File: config.mk
export PLATFORM = sky130hd
export DESIGN_NAME = keypad_reader
export DESIGN_NICKNAME = d
export VERILOG_FILES = /design/src/rtl/keypad_pkg.sv /design/src/rtl/col_sync.sv /design/src/rtl/keypad_reader.sv
export SDC_FILE = /design/constraint.sdc
export NUM_CORES = 1
export LEC_CHECK = 0
export ABC_AREA = 0
export CORE_UTILIZATION = 62
export CTS_CLUSTER_DIAMETER = 100
export DETAILED_ROUTE_END_ITERATION = 6
export PLACE_DENSITY = 0.84
export SYNTH_ARGS = -nofsm -noshare
export SYNTH_HDL_FRONTEND = slang
export SYNTH_HIERARCHICAL = 1
export SYNTH_SLANG_ARGS = --single-unit
File: constraint.sdc
create_clock -name clk_1 -period 9.6 [get_ports clk_1]
set_input_delay 1.92 -clock clk_1 [delete_from_list [all_inputs] [get_ports clk_1]]
set_output_delay 1.92 -clock clk_1 [all_outputs]
set_load 0.01 [all_outputs]
File: src/rtl/keypad_pkg.sv
// Shared types and constants for the keypad scanner: FSM states, frame
// results, index widths and small column-decoding helpers.
package keypad_pkg;

    localparam int ROW_W                  = 2;
    localparam int COL_W                  = 2;
    localparam int CODE_W                 = ROW_W + COL_W;
    localparam int CNT_W                  = 4;
    localparam int DEBOUNCE_SCANS_DEFAULT = 4;

    typedef enum logic [1:0] {
        ST_IDLE       = 2'd0,
        ST_PRESS_DB   = 2'd1,
        ST_HELD       = 2'd2,
        ST_RELEASE_DB = 2'd3
    } state_t;

    typedef enum logic [1:0] {
        RES_NONE  = 2'd0,
        RES_ONE   = 2'd1,
        RES_MULTI = 2'd2
    } result_t;

    // Number of active columns, saturated at 2 ("two or more").
    function automatic logic [1:0] active_count(input logic [3:0] v);
        logic [2:0] n;
        n = {2'b00, v[0]} + {2'b00, v[1]} + {2'b00, v[2]} + {2'b00, v[3]};
        return (n >= 3'd2) ? 2'd2 : n[1:0];
    endfunction

    // Column index with cols[3] as index 0; only meaningful for a single bit set.
    function automatic logic [COL_W-1:0] col_index(input logic [3:0] v);
        logic [COL_W-1:0] idx;
        idx = '0;
        if (v[3])      idx = 2'd0;
        else if (v[2]) idx = 2'd1;
        else if (v[1]) idx = 2'd2;
        else if (v[0]) idx = 2'd3;
        return idx;
    endfunction

endpackage

File: src/rtl/col_sync.sv
// Two-flop synchronizer for the asynchronous keypad column lines.
module col_sync #(
    parameter int WIDTH = 4
) (
    input  logic             clk_1,
    input  logic             rst,
    input  logic [WIDTH-1:0] d,
    output logic [WIDTH-1:0] q
);

    logic [WIDTH-1:0] meta;

    // Two back-to-back flops; the first may go metastable, the second settles it.
    always_ff @(posedge clk_1) begin
        if (rst) begin
            meta <= '0;
            q    <= '0;
        end else begin
            meta <= d;
            q    <= meta;
        end
    end

endmodule

File: src/rtl/keypad_reader.sv
// 4x4 keypad reader: aligns swept rows with synchronized columns, reduces
// each sweep to a NONE/ONE/MULTI frame result, and debounces press/release.
//
// state         | meaning
// --------------+-----------------------------------------------------
// ST_IDLE       | no key accepted, waiting for a single-key frame
// ST_PRESS_DB   | candidate seen, counting identical frames to accept
// ST_HELD       | key accepted, key_held asserted
// ST_RELEASE_DB | key still held, counting non-matching frames to drop
module keypad_reader
    import keypad_pkg::*;
#(
    parameter int DEBOUNCE_SCANS = DEBOUNCE_SCANS_DEFAULT
) (
    input  logic              clk_1,
    input  logic              rst,
    input  logic [3:0]        rows,
    input  logic [3:0]        cols,
    output logic [CODE_W-1:0] key_code,
    output logic              key_valid,
    output logic              key_held,
    output logic              multi_key
);

    localparam logic [CNT_W-1:0] DB_CNT  = CNT_W'(DEBOUNCE_SCANS);
    localparam logic [CNT_W-1:0] CNT_MAX = '1;

    logic [3:0]        cols_s;
    logic [3:0]        row_d1, row_d2;
    logic              row_ok;
    logic [ROW_W-1:0]  row_idx;
    logic              frame_start, frame_close, in_frame;
    logic [1:0]        acc_n, base_n, phase_n, tot_n;
    logic [2:0]        sum_n;
    logic [CODE_W-1:0] acc_code, base_code, phase_code, tot_code;
    result_t           result;
    state_t            state_q, state_n;
    logic [CNT_W-1:0]  count_q, count_n, cnt_inc;
    logic [CODE_W-1:0] cand_q, cand_n;
    logic              accept, hit_cand, hit_key;

    col_sync #(.WIDTH(4)) u_col_sync (
        .clk_1 (clk_1),
        .rst   (rst),
        .d     (cols),
        .q     (cols_s)
    );

    // Delay rows to match the synchronizer latency on cols.
    always_ff @(posedge clk_1) begin
        if (rst) begin
            row_d1 <= '0;
            row_d2 <= '0;
        end else begin
            row_d1 <= rows;
            row_d2 <= row_d1;
        end
    end

    // Decode the aligned row; anything not one-hot (0000, X) is ignored.
    always_comb begin
        row_ok  = 1'b1;
        row_idx = '0;
        case (row_d2)
            4'b1000: row_idx = 2'd0;
            4'b0100: row_idx = 2'd1;
            4'b0010: row_idx = 2'd2;
            4'b0001: row_idx = 2'd3;
            default: row_ok  = 1'b0;
        endcase
    end

    // Merge this phase into the running frame tally and classify at close.
    always_comb begin
        frame_start = row_ok && (row_idx == 2'd0);
        frame_close = row_ok && (row_idx == 2'd3) && in_frame;
        phase_n     = active_count(cols_s);
        phase_code  = {row_idx, col_index(cols_s)};
        base_n      = frame_start ? 2'd0 : acc_n;
        base_code   = frame_start ? '0 : acc_code;
        sum_n       = {1'b0, base_n} + {1'b0, phase_n};
        tot_n       = (sum_n >= 3'd2) ? 2'd2 : sum_n[1:0];
        tot_code    = (base_n == 2'd0) ? phase_code : base_code;
        result      = RES_NONE;
        if (tot_n == 2'd1)      result = RES_ONE;
        else if (tot_n == 2'd2) result = RES_MULTI;
    end

    // Frame accumulator; a frame only exists once an aligned 1000 is seen.
    always_ff @(posedge clk_1) begin
        if (rst) begin
            in_frame <= 1'b0;
            acc_n    <= '0;
            acc_code <= '0;
        end else if (row_ok && (frame_start || in_frame)) begin
            if (frame_close) begin
                in_frame <= 1'b0;
                acc_n    <= '0;
                acc_code <= '0;
            end else begin
                in_frame <= 1'b1;
                acc_n    <= tot_n;
                acc_code <= tot_code;
            end
        end
    end

    // Debounce FSM next-state; only advances on frame close.
    always_comb begin
        state_n  = state_q;
        count_n  = count_q;
        cand_n   = cand_q;
        accept   = 1'b0;
        cnt_inc  = (count_q == CNT_MAX) ? CNT_MAX : count_q + 1'b1;
        hit_cand = (result == RES_ONE) && (tot_code == cand_q);
        hit_key  = (result == RES_ONE) && (tot_code == key_code);
        if (frame_close) begin
            case (state_q)
                ST_IDLE: begin
                    if (result == RES_ONE) begin
                        cand_n  = tot_code;
                        count_n = 4'd1;
                        if (DB_CNT <= 4'd1) begin
                            state_n = ST_HELD;
                            accept  = 1'b1;
                        end else begin
                            state_n = ST_PRESS_DB;
                        end
                    end
                end
                ST_PRESS_DB: begin
                    if (hit_cand) begin
                        count_n = cnt_inc;
                        if (cnt_inc >= DB_CNT) begin
                            state_n = ST_HELD;
                            accept  = 1'b1;
                        end
                    end else if (result == RES_ONE) begin
                        cand_n  = tot_code;
                        count_n = 4'd1;
                    end else begin
                        state_n = ST_IDLE;
                        count_n = '0;
                    end
                end
                ST_HELD: begin
                    if (!hit_key) begin
                        if (DB_CNT <= 4'd1) begin
                            state_n = ST_IDLE;
                            count_n = '0;
                        end else begin
                            state_n = ST_RELEASE_DB;
                            count_n = 4'd1;
                        end
                    end
                end
                ST_RELEASE_DB: begin
                    if (hit_key) begin
                        state_n = ST_HELD;
                    end else begin
                        count_n = cnt_inc;
                        if (cnt_inc >= DB_CNT) begin
                            state_n = ST_IDLE;
                            count_n = '0;
                        end
                    end
                end
                default: state_n = ST_IDLE;
            endcase
        end
    end

    // State, counters and registered outputs.
    always_ff @(posedge clk_1) begin
        if (rst) begin
            state_q   <= ST_IDLE;
            count_q   <= '0;
            cand_q    <= '0;
            key_code  <= '0;
            key_valid <= 1'b0;
            key_held  <= 1'b0;
            multi_key <= 1'b0;
        end else begin
            state_q   <= state_n;
            count_q   <= count_n;
            cand_q    <= cand_n;
            if (accept) key_code <= tot_code;
            key_valid <= accept;
            key_held  <= (state_n == ST_HELD) || (state_n == ST_RELEASE_DB);
            multi_key <= frame_close && (result == RES_MULTI);
        end
    end

endmodule
==> flow_summary.yaml <==
floorplan:
  rows: 20
  die-area_um2: 3630
  dieHeight_um: 60.2
  io_pins: 17
  initial_utilization: 0.672
  core_area_um2: 3130
  die_x_um: 60.2
timing:
  min_period_over_period: 0.398
  fin_worst_skew_ps: 11.5
  drv_slew: 0
  max_slew.worst_pin.slew_ps: 714
  rsz0062_at_grt: "no"
  slew_headroom: 0.517
  fmax_ghz: 0.262
  finalHoldViolations: 0
  setup_slack_ps: 5780
  fin_crit_ps: 3820
  setup_violations: 0
  finalSetupTns_ps: 0
clock_network:
  cts_root_buf: "clkbuf_4"
  path_clk_slew_ps: 120
  holdBufCountCts: 0
  cts_made_buffers: 5
  cts_resized: 0
  post_cts_buffers: 0
  clockBufferDepth: 2
  cts_tree: "built"
  cts_htree_levels: 2
  clock_latency_ps: 360
  cts.sinks: 40
setup_path:
  crit_path_max_fanout: 8
  crit_type: "reg2reg"
  crit_arrival_ps: 4140
  regToRegSetupSlack_ps: 5780
  cp.required_ps: 9920
  startpoint_type: "register"
  endpoint_kind: "register"
placed_design:
  dp_hpwl_mm: 3.22
  dp.cells: 291
  routabilityCongestion: 0.851
  numPortBuffers: 16
  dp_slack_ps: 5820
power:
  ir_drop_mv: 0.0885
  p_leak_nw: 0.792
  power_mw: 0.311
  power.density_nw_per_um2: 133
global_routing:
  grt_max_degree: 22
  grt.overflow.total: 0
  grt_pass1_wl_mm: 7.16
  antenna_found_initial: 0
  grt_pass1_vias: 1589
  grt_use_total: 0.271
finish:
  fillers: 231
  stdcell_count: 299
  post-route-util: 0.748
  drive_gt1_frac: 0.0863
  diodes: 0
  area_delta_synth_final_pct: 11.2
  num-nets-final: 272
route:
  drc: 0
  drt_first_iter_violations: 139
  drt-vias-per-instance: 5.88
  wl_per_cell_um: 14.5
  drt_wl_total_mm: 4.34
  first_pass_iters: 4
  vias: 1758
  ant_nets: 0
flow_run:
  maxCapViolations: 0
logic_synthesis:
  syn_inst: 239
  ys_async_sr_fraction: 0
  syn_area_um2: 2100
  synth_nets: 257
  synth_warnings: 6
  ys_dominant_reg_cell: "dfxtp_1"
  synth_edf_count: 0
  synth.distinct_cells: 55
  syn_avg_cell_area_um2: 8.80
  ys_ff_latch: 40
  ys_seq_area_frac: 0.381
hold_path:
  hold_class: "reg2reg"
run_status:
  outcome: "finished clean"
placed cells by master, fill, tap and decap left out, types with 9 or more instances in the layout:
| master | synthesis | routed |
|---|---|---|
| a211oi_1 | 10 | 10 |
| dfxtp_1 | 40 | 40 |
| nor2_1 | 25 | 25 |
| nand3_1 | 9 | 9 |
| nor2b_1 | 18 | 18 |
| inv_1 | 12 | 12 |
| a21oi_1 | 17 | 17 |
| clkdlybuf4s50_1 | 0 | 16 |
| nor3_1 | 11 | 11 |
| nand2_1 | 9 | 9 |
path summary, 6_finish.rpt:
kind	end	cells after the start	start
max	count_q[0]	16	u_col_sync/q[3]
min	u_col_sync/q[2]	1	u_col_sync/meta[2]
max reg2reg	count_q[0]	16	u_col_sync/q[3]
min reg2reg	u_col_sync/q[2]	1	u_col_sync/meta[2]
state kept, by name (all words and copies together), names as in the netlist:
register         count
cand_q               4
row_d2               4
multi_key            1
acc_code             4
key_valid            1
acc_n                2
key_held             1
u_col_sync/q         4
state_q              2
count_q              4
row_d1               4
u_col_sync/meta      4
in_frame             1
key_code             4
through the flow:
step,hold slack (ps),instance area [µm²]
after floorplan,414,2100
after global placement,416,2280
after detailed placement,428,2280
after CTS,456,2340
after global routing,462,2340
final,446,2340
area by class of cell:
cell class | instances | area [µm²] | share of cell area
sequential | 40 | 801 | 0.342
timing repair buffer | 17 | 168 | 0.0717
tap | 44 | 55.1 | 0.0235
clock buffer | 7 | 55.1 | 0.0235
inverter | 12 | 45.0 | 0.0193
multi-input combinational | 178 | 1210 | 0.516
clock inverter | 1 | 7.51 | 0.00321
worst max-delay path, stage by stage (launching register included):
cell and delay (ps):
dfxtp_1 480, inv_1 90, fa_1 490, inv_1 40, ha_1 160, inv_1 50
ha_1 140, and2_1 120, ha_1 130, inv_1 50, fa_1 530, nand3_1 250
a21oi_1 200, o221ai_1 200, o41ai_4 490, or2_1 200, o311a_1 160
routing by layer:
layer  vias to the layer above  wire, µm  GRT usage
met5                         -         0          0
met4                         0       105      0.140
met3                        10       243     0.0476
met2                        52      2020      0.432
met1                       809      1970      0.347
li1                        887         -          -
logic make-up (layout without fill, tap and decap cells):
family,after synthesis,in the layout,share of synthesized area
buffers and inverters,21,37,0.0452
flip-flops,40,40,0.381
AND/OR/NAND/NOR,100,100,0.275
XOR/XNOR,9,9,0.0375
AO/OA/AOI/OAI,59,59,0.198
multiplexers,2,2,0.00952
adder cells (fa/ha/maj),8,8,0.0547
cells in the mapped netlist (2+ instances only):
master | number | area share
nand3_1 | 9 | 0.021
o21bai_1 | 2 | 0.0071
and2_1 | 4 | 0.012
o31ai_1 | 3 | 0.011
mux2i_1 | 2 | 0.0095
inv_1 | 12 | 0.021
xnor2_1 | 5 | 0.021
clkbuf_1 | 5 | 0.0089
nor2b_1 | 18 | 0.054
nor2_1 | 25 | 0.045
o311a_1 | 2 | 0.0095
nand3b_1 | 2 | 0.0071
xor2_1 | 4 | 0.017
nand4b_1 | 2 | 0.0083
nor3_1 | 11 | 0.026
o211ai_1 | 2 | 0.0071
and2_2 | 2 | 0.0071
o21ai_0 | 8 | 0.019
nor2_2 | 2 | 0.0059
dfxtp_1 | 40 | 0.38
ha_1 | 6 | 0.036
a211oi_1 | 10 | 0.036
fa_1 | 2 | 0.019
a31oi_1 | 5 | 0.015
buf_4 | 2 | 0.0071
nand2_1 | 9 | 0.016
a21oi_1 | 17 | 0.040
power breakdown:
| group | leakage (nW) | total, mW | internal, mW | switching [mW] |
|---|---|---|---|---|
| logic | 0.435 | 0.0471 | 0.0197 | 0.0274 |
| registers | 0.326 | 0.173 | 0.170 | 0.00323 |
| clock network | 0.0315 | 0.0909 | 0.0358 | 0.0551 |
Power figures use the tool's default switching activity.
